### config.mk
export PLATFORM = sky130hd
export DESIGN_NAME = serial_subtractor
export DESIGN_NICKNAME = d
export VERILOG_FILES = /design/src/rtl/serial_sub_pkg.sv /design/src/rtl/full_subtractor.sv /design/src/rtl/serial_subtractor.sv
export SDC_FILE = /design/constraint.sdc
export NUM_CORES = 1
export LEC_CHECK = 0
export CORE_UTILIZATION = 47
export CTS_CLUSTER_SIZE = 10
export DETAILED_ROUTE_END_ITERATION = 10
export GPL_TIMING_DRIVEN = 0
export PLACE_DENSITY = 0.74
export SYNTH_ARGS = -nofsm -noshare
export SYNTH_HDL_FRONTEND = slang
export SYNTH_SLANG_ARGS = --single-unit
### constraint.sdc
create_clock -name clk -period 1.7 [get_ports clk]
set_clock_uncertainty 0.2 [all_clocks]
set_input_delay 0.34 -clock clk [delete_from_list [all_inputs] [get_ports clk]]
set_output_delay 0.34 -clock clk [all_outputs]
set_load 0.01 [all_outputs]
### src/rtl/serial_sub_pkg.sv
// Shared definitions for the bit-serial subtractor: FSM state encoding and
// the counter-width helper.
package serial_sub_pkg;

    localparam logic [1:0] ST_IDLE  = 2'd0;
    localparam logic [1:0] ST_SHIFT = 2'd1;
    localparam logic [1:0] ST_DONE  = 2'd2;

    // The counter must hold 0..WIDTH-1 with one spare bit of headroom.
    function automatic int cnt_width(input int width);
        return $clog2(width) + 1;
    endfunction

endpackage

### src/rtl/full_subtractor.sv
// One-bit full subtractor: x - y - bi, giving the difference bit and the
// borrow-out.
module full_subtractor (
    input  logic x,
    input  logic y,
    input  logic bi,
    output logic diff,
    output logic bo
);

    assign diff = x ^ y ^ bi;
    assign bo   = (~x & y) | (~(x ^ y) & bi);

endmodule

### src/rtl/serial_subtractor.sv
// Bit-serial WIDTH-bit subtractor d = a - b - bin with valid/ready on both sides.
// Define SUB_OVF_EN to add the signed-overflow output ovf.
module serial_subtractor
    import serial_sub_pkg::*;
#(
    parameter int WIDTH = 4
) (
    input  logic             clk,
    input  logic             rst,
    input  logic             in_valid,
    output logic             in_ready,
    input  logic [WIDTH-1:0] a,
    input  logic [WIDTH-1:0] b,
    input  logic             bin,
    output logic             out_valid,
`ifdef SUB_OVF_EN
    output logic             ovf,
`endif
    input  logic             out_ready,
    output logic [WIDTH-1:0] d,
    output logic             bout
);

    localparam int CW = cnt_width(WIDTH);
    localparam logic [CW-1:0] LAST_CNT = CW'(WIDTH - 1);

    logic [1:0]       state_q, state_d;
    logic [WIDTH-1:0] a_q, a_d;
    logic [WIDTH-1:0] b_q, b_d;
    logic [WIDTH-1:0] diff_q, diff_d;
    logic             brw_q, brw_d;
    logic [CW-1:0]    cnt_q, cnt_d;
    logic             bit_diff;
    logic             bit_bo;

    full_subtractor u_fs (
        .x    (a_q[0]),
        .y    (b_q[0]),
        .bi   (brw_q),
        .diff (bit_diff),
        .bo   (bit_bo)
    );

    // NOTE: every signal written here gets a default first, so no path can
    // leave one unassigned and infer a latch.
    always_comb begin
        state_d = state_q;
        a_d     = a_q;
        b_d     = b_q;
        diff_d  = diff_q;
        brw_d   = brw_q;
        cnt_d   = cnt_q;
        case (state_q)
            ST_IDLE: begin
                if (in_valid) begin
                    a_d     = a;
                    b_d     = b;
                    brw_d   = bin;
                    cnt_d   = '0;
                    state_d = ST_SHIFT;
                end
            end
            ST_SHIFT: begin
                // LSB first: after WIDTH shifts the first bit lands in diff_q[0].
                diff_d = {bit_diff, diff_q[WIDTH-1:1]};
                a_d    = a_q >> 1;
                b_d    = b_q >> 1;
                brw_d  = bit_bo;
                cnt_d  = cnt_q + CW'(1);
                if (cnt_q == LAST_CNT) begin
                    state_d = ST_DONE;
                end
            end
            ST_DONE: begin
                if (out_ready) begin
                    state_d = ST_IDLE;
                end
            end
            default: state_d = ST_IDLE;
        endcase
    end

    // NOTE: sequential state uses non-blocking assignments so every register
    // samples the pre-edge values regardless of statement order.
    always_ff @(posedge clk) begin
        if (rst) begin
            state_q <= ST_IDLE;
            a_q     <= '0;
            b_q     <= '0;
            diff_q  <= '0;
            brw_q   <= 1'b0;
            cnt_q   <= '0;
        end else begin
            state_q <= state_d;
            a_q     <= a_d;
            b_q     <= b_d;
            diff_q  <= diff_d;
            brw_q   <= brw_d;
            cnt_q   <= cnt_d;
        end
    end

    assign in_ready  = (state_q == ST_IDLE);
    assign out_valid = (state_q == ST_DONE);
    assign d         = diff_q;
    assign bout      = brw_q;

`ifdef SUB_OVF_EN
    // Operand MSBs are shifted away, so keep copies taken at capture.
    logic a_msb_q;
    logic b_msb_q;

    always_ff @(posedge clk) begin
        if (rst) begin
            a_msb_q <= 1'b0;
            b_msb_q <= 1'b0;
        end else if (state_q == ST_IDLE && in_valid) begin
            a_msb_q <= a[WIDTH-1];
            b_msb_q <= b[WIDTH-1];
        end
    end

    assign ovf = out_valid & (a_msb_q ^ b_msb_q) & (a_msb_q ^ diff_q[WIDTH-1]);
`endif

endmodule

==> impl_metrics.yaml <==
cts:
  numCtsBuffers: 3
  cts_max_level: 1
  postCtsSetupBuffers: 0
  cts.sinks: 18
  clk_latency_ns: 0.28
  clockBufferDepth: 2
  clk_pin_slew_ns: 0.10
  cts_root_buf: "clkbuf_4"
  cts_tree: "yes"
  ctsHoldBuffers: 0
synth:
  synth_warnings: 0
  ys_types: 23
  synth_edf_count: 0
  synth_top_area_share_pct: 43.9
  async_flop_share_pct: 0
  synth_top_area_cell: "dfxtp_1"
  synth.area.top_cells: "dfxtp_1, o221a_2, a21oi_1"
  synth_area_sq_um: 821
  ys_seq_area_share_pct: 43.9
  ys_ff_latch: 18
  synth_cells: 88
  synth.avg_cell_area_sq_um: 9.33
  ys.flop_type: "dfxtp_1"
  syn-num-nets: 104
floorplan:
  die_w_microns: 43.8
  io_pins: 20
  fp-row-count: 14
  fp.dieH_microns: 43.8
  initial_core_util_pct: 52.1
  dieArea_sq_um: 1920
  placeableCoreArea_sq_um: 1580
critical_path:
  critPathSlowestCell: "dfxtp_2"
  worstRegToRegCells: 4
  crit_type: "flip-flop to output port"
  crit_chain: "buf_6 -> and2b_1 -> buf_2"
  r2r_slack_ns: 0.31
  critPathArrivalTime_ns: 1.06
  crit_path_max_fanout: 8
  cp.required_ns: 1.16
  crit_path_end_kind: "output port"
  critPathBufInv: 2
  r2r_start: "b_q[0]"
  start_kind: "flip-flop"
  slowest_delay_ns: 0.33
  cp_top_family: "flip-flops"
  crit_cells: 3
  worstSetupStartpoint: "state_q[0]"
hold_path:
  whs_path_depth: 2
  hold_start: "rst"
  hp-class: "primary input to flip-flop"
route:
  drc_errors: 0
  routed_wl_microns: 1620
  firstDrtPassIters: 4
  num_vias: 677
  avgRoutedWirePerCell_microns: 13.0
  drt-initial-drc-count: 5
  ant_nets: 0
  vias_per_cell: 5.46
grt:
  grt-busiest-layer: "met2"
  track_usage_pct: 19.4
  grt_max_degree: 11
  grtUsageMet1_pct: 22.5
  antenna_found_initial: 0
  use_met3_pct: 3.75
  grt_overflow: 0
  grt_first_pass_wirelength_microns: 2770
  gr-usage-met2_pct: 35.5
  first_global_vias: 648
timing:
  relSlewSlack_pct: 69.7
  setup_slack_ns: 0.102
  fin_setup_tns_ns: 0
  max_freq_mhz: 626
  final-hold-violation-count: 0
  hold_slack_ns: 0.145
  tightest_slew_ns: 0.454
  fin_crit_sh_pct: 94.0
  setup_viol: 0
  rsz0062_at_grt: "false"
  min_period_ns: 1.60
  slew_violations: 0
power_and_ir_drop:
  power.total_mw: 0.812
  powerDensity_nw_per_um2: 794
  vdd_drop_max_v: 0.000561
  leakage_nw: 0.443
layout:
  multi_input_area_sq_um: 375
  layout-drive-gt1-share_pct: 21.3
  antennaDiodeCount: 0
  syn2layout_area_growth_pct: 24.5
  fillers: 151
  layout.area.seq_sq_um: 362
  nNetsFinal: 126
placed_design:
  post-place-ws_ns: 0.0108
  dp_hpwl_microns: 1200
  io_buffer_count: 17
  gp_congestion: 0.713
run:
  maxCapViolations: 0
status:
  outcome: "finished, final reports clean"
[cell type report]
class                      instances  share of cell area [%]
buffer                             6                    4.65
clock buffer                       3                    2.20
inverter                          10                    3.67
multi-input combinational         54                    36.7
sequential                        18                    35.4
tap                               16                    1.96
timing repair buffer              17                    15.4
[final timing paths]
path	to
min reg2reg	d[0]
max reg2reg	bout
max	out_valid
min	cnt_q[0]
[metal layers]
| layer | vias to the layer above | wire length (microns) |
|---|---|---|
| li1 | 341 | - |
| met1 | 321 | 739 |
| met2 | 13 | 807 |
| met3 | 2 | 57 |
| met4 | 0 | 13 |
| met5 | - | 0 |
[Yosys cell counts (2+ instances only)]
cell	n
dfxtp_1	18
a21oi_1	12
inv_1	10
nand2_1	9
nor2_1	8
o221a_2	7
buf_6	3
a22oi_1	2
a32oi_1	2
buf_2	2
ha_1	2
nor2_2	2
[repair_timing]
action / CTS / global route
endpoints found under the setup margin: 6 / 3
gates resized for setup: 9 / 4
endpoints found under the hold margin: 0 / 0
[registers in the layout, summed over array words and instances, names as in the netlist]
register and cells:
a_q 4, bout 1, d 4, state_q 2, cnt_q 3, b_q 4
[logic make-up after synthesis]
family	share of synthesized area (%)
flip-flops	43.9
adder cells (fa/ha/maj)	5.49
AO/OA/AOI/OAI	24.4
multiplexers	1.22
AND/OR/NAND/NOR	14.6
buffers and inverters	10.4
[through the flow]
step | utilization, % | area (sq um) | instances
after floorplan | - | 821 | 88
after global placement | 64.1 | 1010 | 121
after detailed placement | 64.1 | 1010 | 121
after CTS | 65.3 | 1030 | 124
after global routing | 64.8 | 1020 | 124
final | 64.8 | 1020 | 124
[cell usage in the layout (no fill, tap or decap), drive strengths merged, types with 2 or more instances in the layout]
master,netlist,layout
a21oi,12,12
clkdlybuf4s50,0,10
inv,10,10
clkbuf,0,4
dfxtp,18,18
nor2,11,11
buf,6,7
dlygate4sd2,0,4
a22oi,2,2
nand2,9,9
ha,2,2
o221a,7,7
a32oi,2,2
[where the power goes]
part           switching, mW  internal [mW]
registers             0.0165          0.448
logic                 0.0709         0.0774
clock network          0.117         0.0819
total                  0.204          0.608
Power figures use the tool's default switching activity.
==> RTL change, RTL diff (config.mk and constraints unchanged) <==
Take the reset off `a_q` and load it in a clocked block of its own.
--- a/src/rtl/serial_subtractor.sv
+++ b/src/rtl/serial_subtractor.sv
@@ -85,19 +85,21 @@
     always_ff @(posedge clk) begin
         if (rst) begin
             state_q <= ST_IDLE;
-            a_q     <= '0;
             b_q     <= '0;
             diff_q  <= '0;
             brw_q   <= 1'b0;
             cnt_q   <= '0;
         end else begin
             state_q <= state_d;
-            a_q     <= a_d;
             b_q     <= b_d;
             diff_q  <= diff_d;
             brw_q   <= brw_d;
             cnt_q   <= cnt_d;
         end
+    end
+
+    always_ff @(posedge clk) begin
+        a_q <= a_d;
     end
 
     assign in_ready  = (state_q == ST_IDLE);
Check against the original RTL: same outputs for any inputs over 10 cycles, from zero or initial values and one cycle with rst high; that may be too few to reach the edited logic, so the function may still have changed.
==> RTL change against the unedited design <==
  * Global-route usage down 0.67 points
  * First-iteration DRC count increased by 40%
  * Setup slack worse by 0.050 ns
  * Routed wire length down 9.0%
  * Total power is 2.2% higher
  * Sequential share of layout area is 4.8 points higher
  * Count of clock-buffer cells in the layout is the same
  * Area after synthesis is 6.2% lower
  * Final area decreased by 2.0%
  * Sequential cell count unchanged
  * Fmax down 3.1%
==> RTL change: results (changes against the unedited design) <==
Outcome
  – Status: finished clean

Min path
  – Worst Hold Depth: 2 (unchanged)
  – Hold crit path type: reg -> reg
  – WHS Endpoint: d[0]$_SDFFE_PP0N_
  – Hold Startpoint: d[0]$_SDFFE_PP0N_

Clock tree
  – CTS max path bufs: 2 (unchanged)
  – Clk Latency, worst-skew pair: just under 0.3 ns
  – H-tree Lvls: 1 (unchanged)
  – Clk slew on worst S/H paths: 0.10 ns (about the same)
  – Root buf cell: clkbuf_4
  – Num CTS Buffers: 3 (unchanged)

Setup path
  – Setup slack, reg-to-reg: around 0.3 ns
  – Cells on worst reg2reg path: 4 (unchanged)
  – Reg-to-reg critical path endpoint: bout$_SDFFE_PP0P_
  – CP arrival: 1.11 ns (+0.05 ns)
  – CP Max Fanout: 7 (-1)
  – Worst path slowest cell: dfxtp_2
  – Max incr delay on CP: 0.39 ns (+0.06 ns)
  – R2R Path Start: state_q[1]$_SDFFE_PP0P_

Logic synthesis
  – Synth area leaders: dfxtp_1 36%, edfxtp_1 16%, nand2_1 8.8%
  – Synth Area in Adders: 5.854% (+0.37 points)
  – Most frequent cells after synthesis: 18 x nand2_1, 16 x nor2_1, 14 x dfxtp_1, 5 x a21oi_1
  – Compound-Gate Fraction of Synth Area: 13.82% (-11 points)
  – Post-synthesis sequential area ratio: 52.03% (+8.1 points)
  – Mux cell area share after synthesis: 1.301% (+0.081 points)
  – Number of flops mapped to enable cells by yosys: 4 (+4)
  – Post-Syn Nets: 100 (-3.8%)
  – Netlist cell types: 24 (+4.3%)
  – XOR/XNOR share of the synthesized area: 0% (unchanged)
  – FFs w/ async S/R, synth: 0% (unchanged)
  – YS warnings: 0 (unchanged)

Finish
  – Antenna Cells: 0 (unchanged)
  – Fill count: 144 (-4.6%)
  – Fin nets: 124 (-1.6%)
  – Layout cells sized above 1: 11.21% (-10 points)

Pwr
  – Lkg Pwr: 0.4260 nW (-3.7%)
  – Worst vdd ir: 0.0004325 V (-23%)
  – Switching Fraction: 25.55% (+0.41 points)

GRT
  – GRT Total Usage: 18.71% (-0.67 points)
  – Vias in the first global route: 638 (-1.5%)
  – Global-route wire length before repair: 2.573 mm (-7.0%)
  – Initial antenna violation count: 0 (unchanged)
  – Pin count of the biggest net entering global routing: 11 (unchanged)

Detailed routing
  – Final ANT Viol Nets: 0 (unchanged)
  – First-pass iteration count of the detailed router: 4 (unchanged)
  – Drt initial violations: 7 (+2)
  – Post-Route WL: 1.471 mm (-9.0%)
  – Vias per Instance: 5.220 (-4.4%)

STA
  – Worst-Margin Slew: 0.4226 ns (-0.03121 ns)

Placed design
  – Dpl hpwl: 1.099 mm (-8.1%)
  – IO buf count: 19 (+2)
  – GP Congestion: 0.7261 (+1.8%)
[RTL change: cell count changes in the layout (fill, tap and decap cells not counted), sizes merged, moves of 4 or more]
cell,change
edfxtp,+4
dfxtp,-4
nand2,+9
inv,-5
o221a,-7
nor2,+5
buf,-5
a21oi,-7
[RTL change: repair_timing]
action                                  in CTS  in global routing
resized for setup                            9                  1
endpoints found under the setup margin       7                  1
hold buffers                                 0                  0
hold endpoints to repair                     0                  0
[RTL change: cell type report]
type	count	share of cell area, %
multi-input cells	58	33.83
plain buffers	3	1.373
clock buffers	3	2.247
inverters	5	1.873
flip-flops and latches	18	40.20
repair buffers	19	18.10
well taps	16	1.998
clock inverters	1	0.3745
[RTL change: critical path: cells and delay by family (launching register included)]
family                 cells  cell delay [ns]
and+or+nand+nor            1             0.16
buffers and inverters      1             0.27
DFF                        1             0.39
[RTL change: metal layers]
metal	vias up	track usage [%]	routed length, um
li1	327	-	-
met1	305	22.19	675
met2	8	33.54	742
met3	2	2.586	46
met4	0	7.500	6
met5	-	0	0
[RTL change: power groups by stage]
stage               Sequential, W  Combinational [W]  Clock [W]
floorplan                0.000493          0.0000698          0
global placement         0.000492           0.000132          0
detailed placement       0.000493           0.000135          0
CTS                      0.000483           0.000130   0.000224
global route             0.000487           0.000145   0.000237
finish                   0.000483           0.000129   0.000217
[RTL change: kinds of logic (layout without fill, tap and decap cells)]
family,after synthesis,in the layout
AND/OR/NAND/NOR,41,41
flip-flops,18,18
AO/OA/AOI/OAI,13,13
buffers and inverters,8,31
adder cells (fa/ha/maj),3,3
multiplexers,1,1
[RTL change: stage by stage]
step / worst slack, ns / hold slack [ns] / instance area [um2] / std cells / TNS (ns)
final: 0.05196 / 0.2548 / 1002 / 123 / 0
after detailed placement: -0.1273 / 0.2474 / 979.7 / 119 / -0.9448
after floorplan: 0.3226 / 0.2089 / 769.5 / 84 / 0
after CTS: 0.01637 / 0.2598 / 999.7 / 123 / 0
after global placement: -0.1220 / 0.2484 / 979.7 / 119 / -0.7779
after global routing: 0.007073 / 0.2753 / 1002 / 123 / 0
[RTL change: worst max path at each step]
stage	end	startpoint
floorplan	bout$_SDFFE_PP0P_	bout$_SDFFE_PP0P_
global placement	bout$_SDFFE_PP0P_	in_valid
detailed placement	bout$_SDFFE_PP0P_	in_valid
CTS	out_valid	state_q[1]$_SDFFE_PP0P_
global route	out_valid	state_q[1]$_SDFFE_PP0P_
finish	out_valid	state_q[1]$_SDFFE_PP0P_
